[src/rtl/uart_rx_fifo.sv]
// uart_rx_fifo: 8N1 UART receiver feeding a first-word-fall-through byte FIFO.
// Define UART_RX_PARITY_EN for 8E1 frames with even-parity checking.
module uart_rx_fifo #(
   parameter int CLKS_PER_BIT = 2604,
   parameter int FIFO_AW = 4
) (
   input  logic               clk,
   input  logic               rst,
   input  logic               rx_in,
   input  logic               rd_en,
   output logic [7:0]         rd_data,
   output logic               empty,
   output logic               full,
   output logic [FIFO_AW:0]   count,
   output logic               frame_err,
   output logic               parity_err,
   output logic               ovf,
   input  logic               ovf_clr
);
   localparam int DEPTH = 1 << FIFO_AW;
   localparam int CW = $clog2(CLKS_PER_BIT);
   localparam logic [CW-1:0] HALF = CW'(CLKS_PER_BIT / 2);
   localparam logic [CW-1:0] LAST = CW'(CLKS_PER_BIT - 1);
   localparam logic [FIFO_AW:0] CNT_FULL = {1'b1, {FIFO_AW{1'b0}}};

   typedef enum logic [2:0] {IDLE, START, DATA, PAR, STOP, BRK} state_t;

   logic [1:0]       sync_q;
   logic             rx_s;
   state_t           state_q;
   logic [CW-1:0]    cnt_q;
   logic [2:0]       bit_q;
   logic [7:0]       shift_q;
   logic             push_q;
   logic             frame_err_q;
   logic             ovf_q;
   logic             ovf_d;
   logic             push_ok;
   logic             pop;
   logic [FIFO_AW:0] wp_q;
   logic [FIFO_AW:0] rp_q;
   logic [7:0]       mem_q [DEPTH];
`ifdef UART_RX_PARITY_EN
   logic             par_q;
   logic             parity_err_q;
   assign parity_err = parity_err_q;
`else
   assign parity_err = 1'b0;
`endif

   assign rx_s = sync_q[1];
   assign frame_err = frame_err_q;

   // Counter free-runs and wraps each bit; every state change reloads it.
   always_ff @(posedge clk or negedge rst) begin
      if (!rst) begin
         sync_q <= 2'b11;
         state_q <= IDLE;
         cnt_q <= '0;
         bit_q <= '0;
         shift_q <= '0;
         push_q <= 1'b0;
         frame_err_q <= 1'b0;
`ifdef UART_RX_PARITY_EN
         par_q <= 1'b0;
         parity_err_q <= 1'b0;
`endif
      end else begin
         sync_q <= {sync_q[0], rx_in};
         push_q <= 1'b0;
         frame_err_q <= 1'b0;
`ifdef UART_RX_PARITY_EN
         parity_err_q <= 1'b0;
`endif
         cnt_q <= (cnt_q == LAST) ? '0 : cnt_q + CW'(1);
         case (state_q)
            IDLE: if (!rx_s) begin
               state_q <= START;
               cnt_q <= '0;
            end
            START: if (cnt_q == HALF) begin
               state_q <= rx_s ? IDLE : DATA;
               cnt_q <= '0;
               bit_q <= '0;
            end
            DATA: if (cnt_q == LAST) begin
               shift_q <= {rx_s, shift_q[7:1]};
               bit_q <= bit_q + 3'd1;
`ifdef UART_RX_PARITY_EN
               if (bit_q == 3'd7) state_q <= PAR;
`else
               if (bit_q == 3'd7) state_q <= STOP;
`endif
            end
`ifdef UART_RX_PARITY_EN
            PAR: if (cnt_q == LAST) begin
               par_q <= rx_s;
               state_q <= STOP;
            end
`endif
            STOP: if (cnt_q == LAST) begin
               state_q <= rx_s ? IDLE : BRK;
               frame_err_q <= !rx_s;
`ifdef UART_RX_PARITY_EN
               parity_err_q <= rx_s && (par_q != ^shift_q);
               push_q <= rx_s && (par_q == ^shift_q);
`else
               push_q <= rx_s;
`endif
            end
            BRK: if (rx_s) begin
               state_q <= IDLE;
               cnt_q <= '0;
            end
            default: state_q <= IDLE;
         endcase
      end
   end

   assign count = wp_q - rp_q;
   assign empty = (count == '0);
   assign full = (count == CNT_FULL);
   assign pop = rd_en && !empty;
   assign push_ok = push_q && (!full || rd_en);
   assign ovf_d = (push_q && full && !rd_en) || (ovf_q && !ovf_clr);
   assign ovf = ovf_q;
   assign rd_data = empty ? 8'h00 : mem_q[rp_q[FIFO_AW-1:0]];

   always_ff @(posedge clk or negedge rst) begin
      if (!rst) begin
         wp_q <= '0;
         rp_q <= '0;
         ovf_q <= 1'b0;
      end else begin
         if (push_ok) wp_q <= wp_q + (FIFO_AW+1)'(1);
         if (pop) rp_q <= rp_q + (FIFO_AW+1)'(1);
         ovf_q <= ovf_d;
      end
   end

   // When full with a concurrent pop, the write lands in the slot being vacated.
   always_ff @(posedge clk) begin
      if (push_ok) mem_q[wp_q[FIFO_AW-1:0]] <= shift_q;
   end
endmodule
[config.mk]
export PLATFORM = sky130hd
export DESIGN_NAME = uart_rx_fifo
export DESIGN_NICKNAME = d
export VERILOG_FILES = /design/src/rtl/uart_rx_fifo.sv
export SDC_FILE = /design/constraint.sdc
export NUM_CORES = 1
export LEC_CHECK = 0
export ABC_CLOCK_PERIOD_IN_PS = 8600
export CAP_MARGIN = 5
export CORE_ASPECT_RATIO = 0.8
export CORE_MARGIN = 1
export CORE_UTILIZATION = 45
export CTS_BUF_LIST = sky130_fd_sc_hd__clkbuf_8
export DETAILED_ROUTE_END_ITERATION = 8
export PLACE_DENSITY = 0.6
export SYNTH_ARGS = -nofsm -noshare
export SYNTH_HDL_FRONTEND = slang
export SYNTH_SLANG_ARGS = --single-unit
[constraint.sdc]
create_clock -name clk -period 8.6 [get_ports clk]
set_clock_uncertainty 0.05 [all_clocks]
set_input_delay 0.86 -clock clk [delete_from_list [all_inputs] [get_ports clk]]
set_output_delay 0.86 -clock clk [all_outputs]
set_load 0.01 [all_outputs]
==> impl_metrics.env <==
export IMPL_wire_per_inst_um=19.30
export IMPL_synth_flop_cell="edfxtp_1"
export IMPL_port_buffers=21
export IMPL_clk_path_buf_depth=2
export IMPL_num_antenna_cells=0
export IMPL_yosysSeqAreaShare_pct=68.05
export IMPL_cp_max_fo=36
export IMPL_cts_max_level=4
export IMPL_core_um2=15260
export IMPL_syn_area_per_cell_um2=17.17
export IMPL_cp_arrival_ps=4200
export IMPL_powerDensity_nw_per_um2=182.1
export IMPL_synth_seq_cells=169
export IMPL_leakagePower_nw=2.926
export IMPL_place_congestion=0.7871
export IMPL_layout_min_cycle_time_ps=5105
export IMPL_setup_viol=0
export IMPL_clk_insertion_delay_late_ps=460
export IMPL_start_util_pct=46.90
export IMPL_synthToLayoutAreaGrowth_pct=12.93
export IMPL_final_common_cell="edfxtp_1"
export IMPL_grt_overflow=0
export IMPL_first_pass_iters=5
export IMPL_fin_crit_sh_pct=59.36
export IMPL_drive_gt1_share_pct=23.44
export IMPL_cts_root_buf="clkbuf_8"
export IMPL_grt_pass1_vias=3681
export IMPL_vias_per_cell=5.279
export IMPL_fp_dieW_um=143.0
export IMPL_cts_buffers=17
export IMPL_ys_warnings_count=0
export IMPL_drv_cap=0
export IMPL_tritoncts="yes"
export IMPL_critPathRequiredTime_ps=7690
export IMPL_post_cts_buffers=0
export IMPL_routed_wl_mm=13.03
export IMPL_fmax_mhz=195.9
export IMPL_relSlewSlack_pct=36.25
export IMPL_io_pins=23
export IMPL_post_place_ws_ps=3922
export IMPL_rsz0062_at_grt="no"
export IMPL_tightestPinTransition_ps=944.2
export IMPL_floorplan_die_area_um2=16420
export IMPL_timing_setup_tns_ps=0
export IMPL_die_h_um=114.8
export IMPL_crit_path_end_kind="primary output"
export IMPL_path_class="flip-flop to primary output"
export IMPL_num_vias=3563
export IMPL_netlist_cell_type_count=48
export IMPL_synth_edff_count=128
export IMPL_layout_nets=471
export IMPL_multi_input_area_um2=2161
export IMPL_start_kind="flip-flop"
export IMPL_finalHoldViolations=0
export IMPL_slew_viol_final=0
export IMPL_mostFrequentLayoutCells="128 x edfxtp_1, 40 x mux4_2, 38 x dfrtp_1, 27 x nor2_1, 20 x clkdlybuf4s50_1"
export IMPL_irDropWorstVdd_mv=0.1006
export IMPL_std_cell_rows=40
export IMPL_clock_sinks=169
export IMPL_fillCellCount=1233
export IMPL_ant_nets=0
export IMPL_drtIter0Drc=213
export IMPL_postCtsHoldBufs=0
export IMPL_status="finished clean"
export IMPL_hp_class="flip-flop to flip-flop"
export IMPL_drc=0
export IMPL_cts_reportedPaths_clkPinSlew_ps=100
export IMPL_ctsResizeCount=0
export IMPL_async_flop_share_pct=24.26
export IMPL_grt_use_total_pct=17.66
export IMPL_grt_pass1_wl_mm=20.71
export IMPL_grt_antenna_before_repair=0
export IMPL_synth_area_um2=7159
export IMPL_worst_slack_ps=3495
export IMPL_grt_max_degree=42
export IMPL_syn_num_nets=436
export IMPL_place_hpwl_mm=8.481
export IMPL_synthCells=417
export IMPL_final_seq_area_um2=4873
-- power breakdown --
group          internal [W]    total, W  switching [W]
clock              0.000307    0.000598       0.000291
sequential         0.000868    0.000868    0.000000524
combinational    0.00000171  0.00000649     0.00000478
-- path summary, 6_finish.rpt --
kind,startpoint,end,slack (ps),cells past startpoint
max reg2reg,rp_q[0]$_DFFE_PN0P_,mem_q[11][4]$_DFFE_PP_,4570,8
min,sync_q[0]$_DFF_PN1_,sync_q[1]$_DFF_PN1_,310,0
min in group asynchronous,rst,rp_q[1]$_DFFE_PN0P_,500,1
max in group asynchronous,rst,rp_q[0]$_DFFE_PN0P_,7370,1
max,rp_q[0]$_DFFE_PN0P_,empty,3490,9
min reg2reg,sync_q[0]$_DFF_PN1_,sync_q[1]$_DFF_PN1_,310,0
-- Yosys cell counts, drive strengths merged, types with 3 or more instances --
master	count	area share (%)
and3	4	0.35
edfxtp	128	54
nor2	27	1.4
o21ai	10	0.70
nand2b	7	0.61
ha	13	2.3
mux4	40	13
nand2	17	0.89
nand3	5	0.35
o31ai	3	0.31
dfrtp	39	14
inv	14	0.73
buf	9	0.72
nor2b	8	0.70
clkbuf	10	0.52
mux2	11	2.0
a21oi	3	0.21
xnor2	12	1.5
nor4	6	0.52
nor3	12	0.84
xor2	10	1.2
-- per-stage QoR --
step	cells	hold slack, ps	area (um^2)	total power [W]	util (%)
6_report	675	310.6	8085	0.001473	52.97
5_1_grt	675	313.4	8085	0.001522	52.97
4_1_cts	675	312.4	8085	0.001490	52.97
3_5_place_dp	643	297.9	7660	0.0008935	50.18
3_3_place_gp	643	298.0	7660	0.0008934	50.18
2_1_floorplan	417	295.2	7159	0.0008875	-
-- critical path: stages (launching register included) --
cell	delay, ps
dfrtp_2	400
buf_4	340
ha_1	310
fa_1	410
nand2b_1	160
a21oi_1	180
xor2_1	420
inv_1	200
nor2_1	650
clkdlybuf4s50_1	680
-- cell families (layout without fill, tap and decap cells) --
logic type                 count (synthesis)  in the layout  synth area share [%]
muxes                                     52             52                 14.71
adders and majority gates                 14             14                 2.552
AOI/OAI and AO/OA                         26             26                 2.604
buffers and inverters                     33             81                 1.975
other                                      1              1               0.05238
xor gates and xnor gates                  22             22                 2.691
and+or+nand+nor                          100            100                 7.358
DFF                                      169            169                 68.05
-- registers in the layout (all words and copies together) (netlist names) --
signal	cells
bit_q	3
state_q	3
cnt_q	12
frame_err	1
rp_q	5
wp_q	5
mem_q	128
sync_q	2
shift_q	8
ovf	1
push_q	1
-- layer usage --
metal / wire length (um) / global-route usage, % / up-vias / share of wire, %
met5: 0 / 0 / - / 0
met1: 6198 / 24.85 / 1806 / 48
met3: 565 / 4.498 / 11 / 4.3
met4: 145 / 6.237 / 0 / 1.1
li1: - / - / 1682 / -
met2: 6119 / 26.93 / 64 / 47
-- layout make-up --
cell class	instances	share of cell area, %
Clock buffer	19	3.234
Inverter	14	0.6500
Tap cell	210	3.250
Sequential cell	169	60.28
Clock inverter	13	2.027
Multi-Input combinational cell	215	26.73
Timing Repair Buffer	35	3.838
Note: power is estimated with default switching activity, not from simulation.
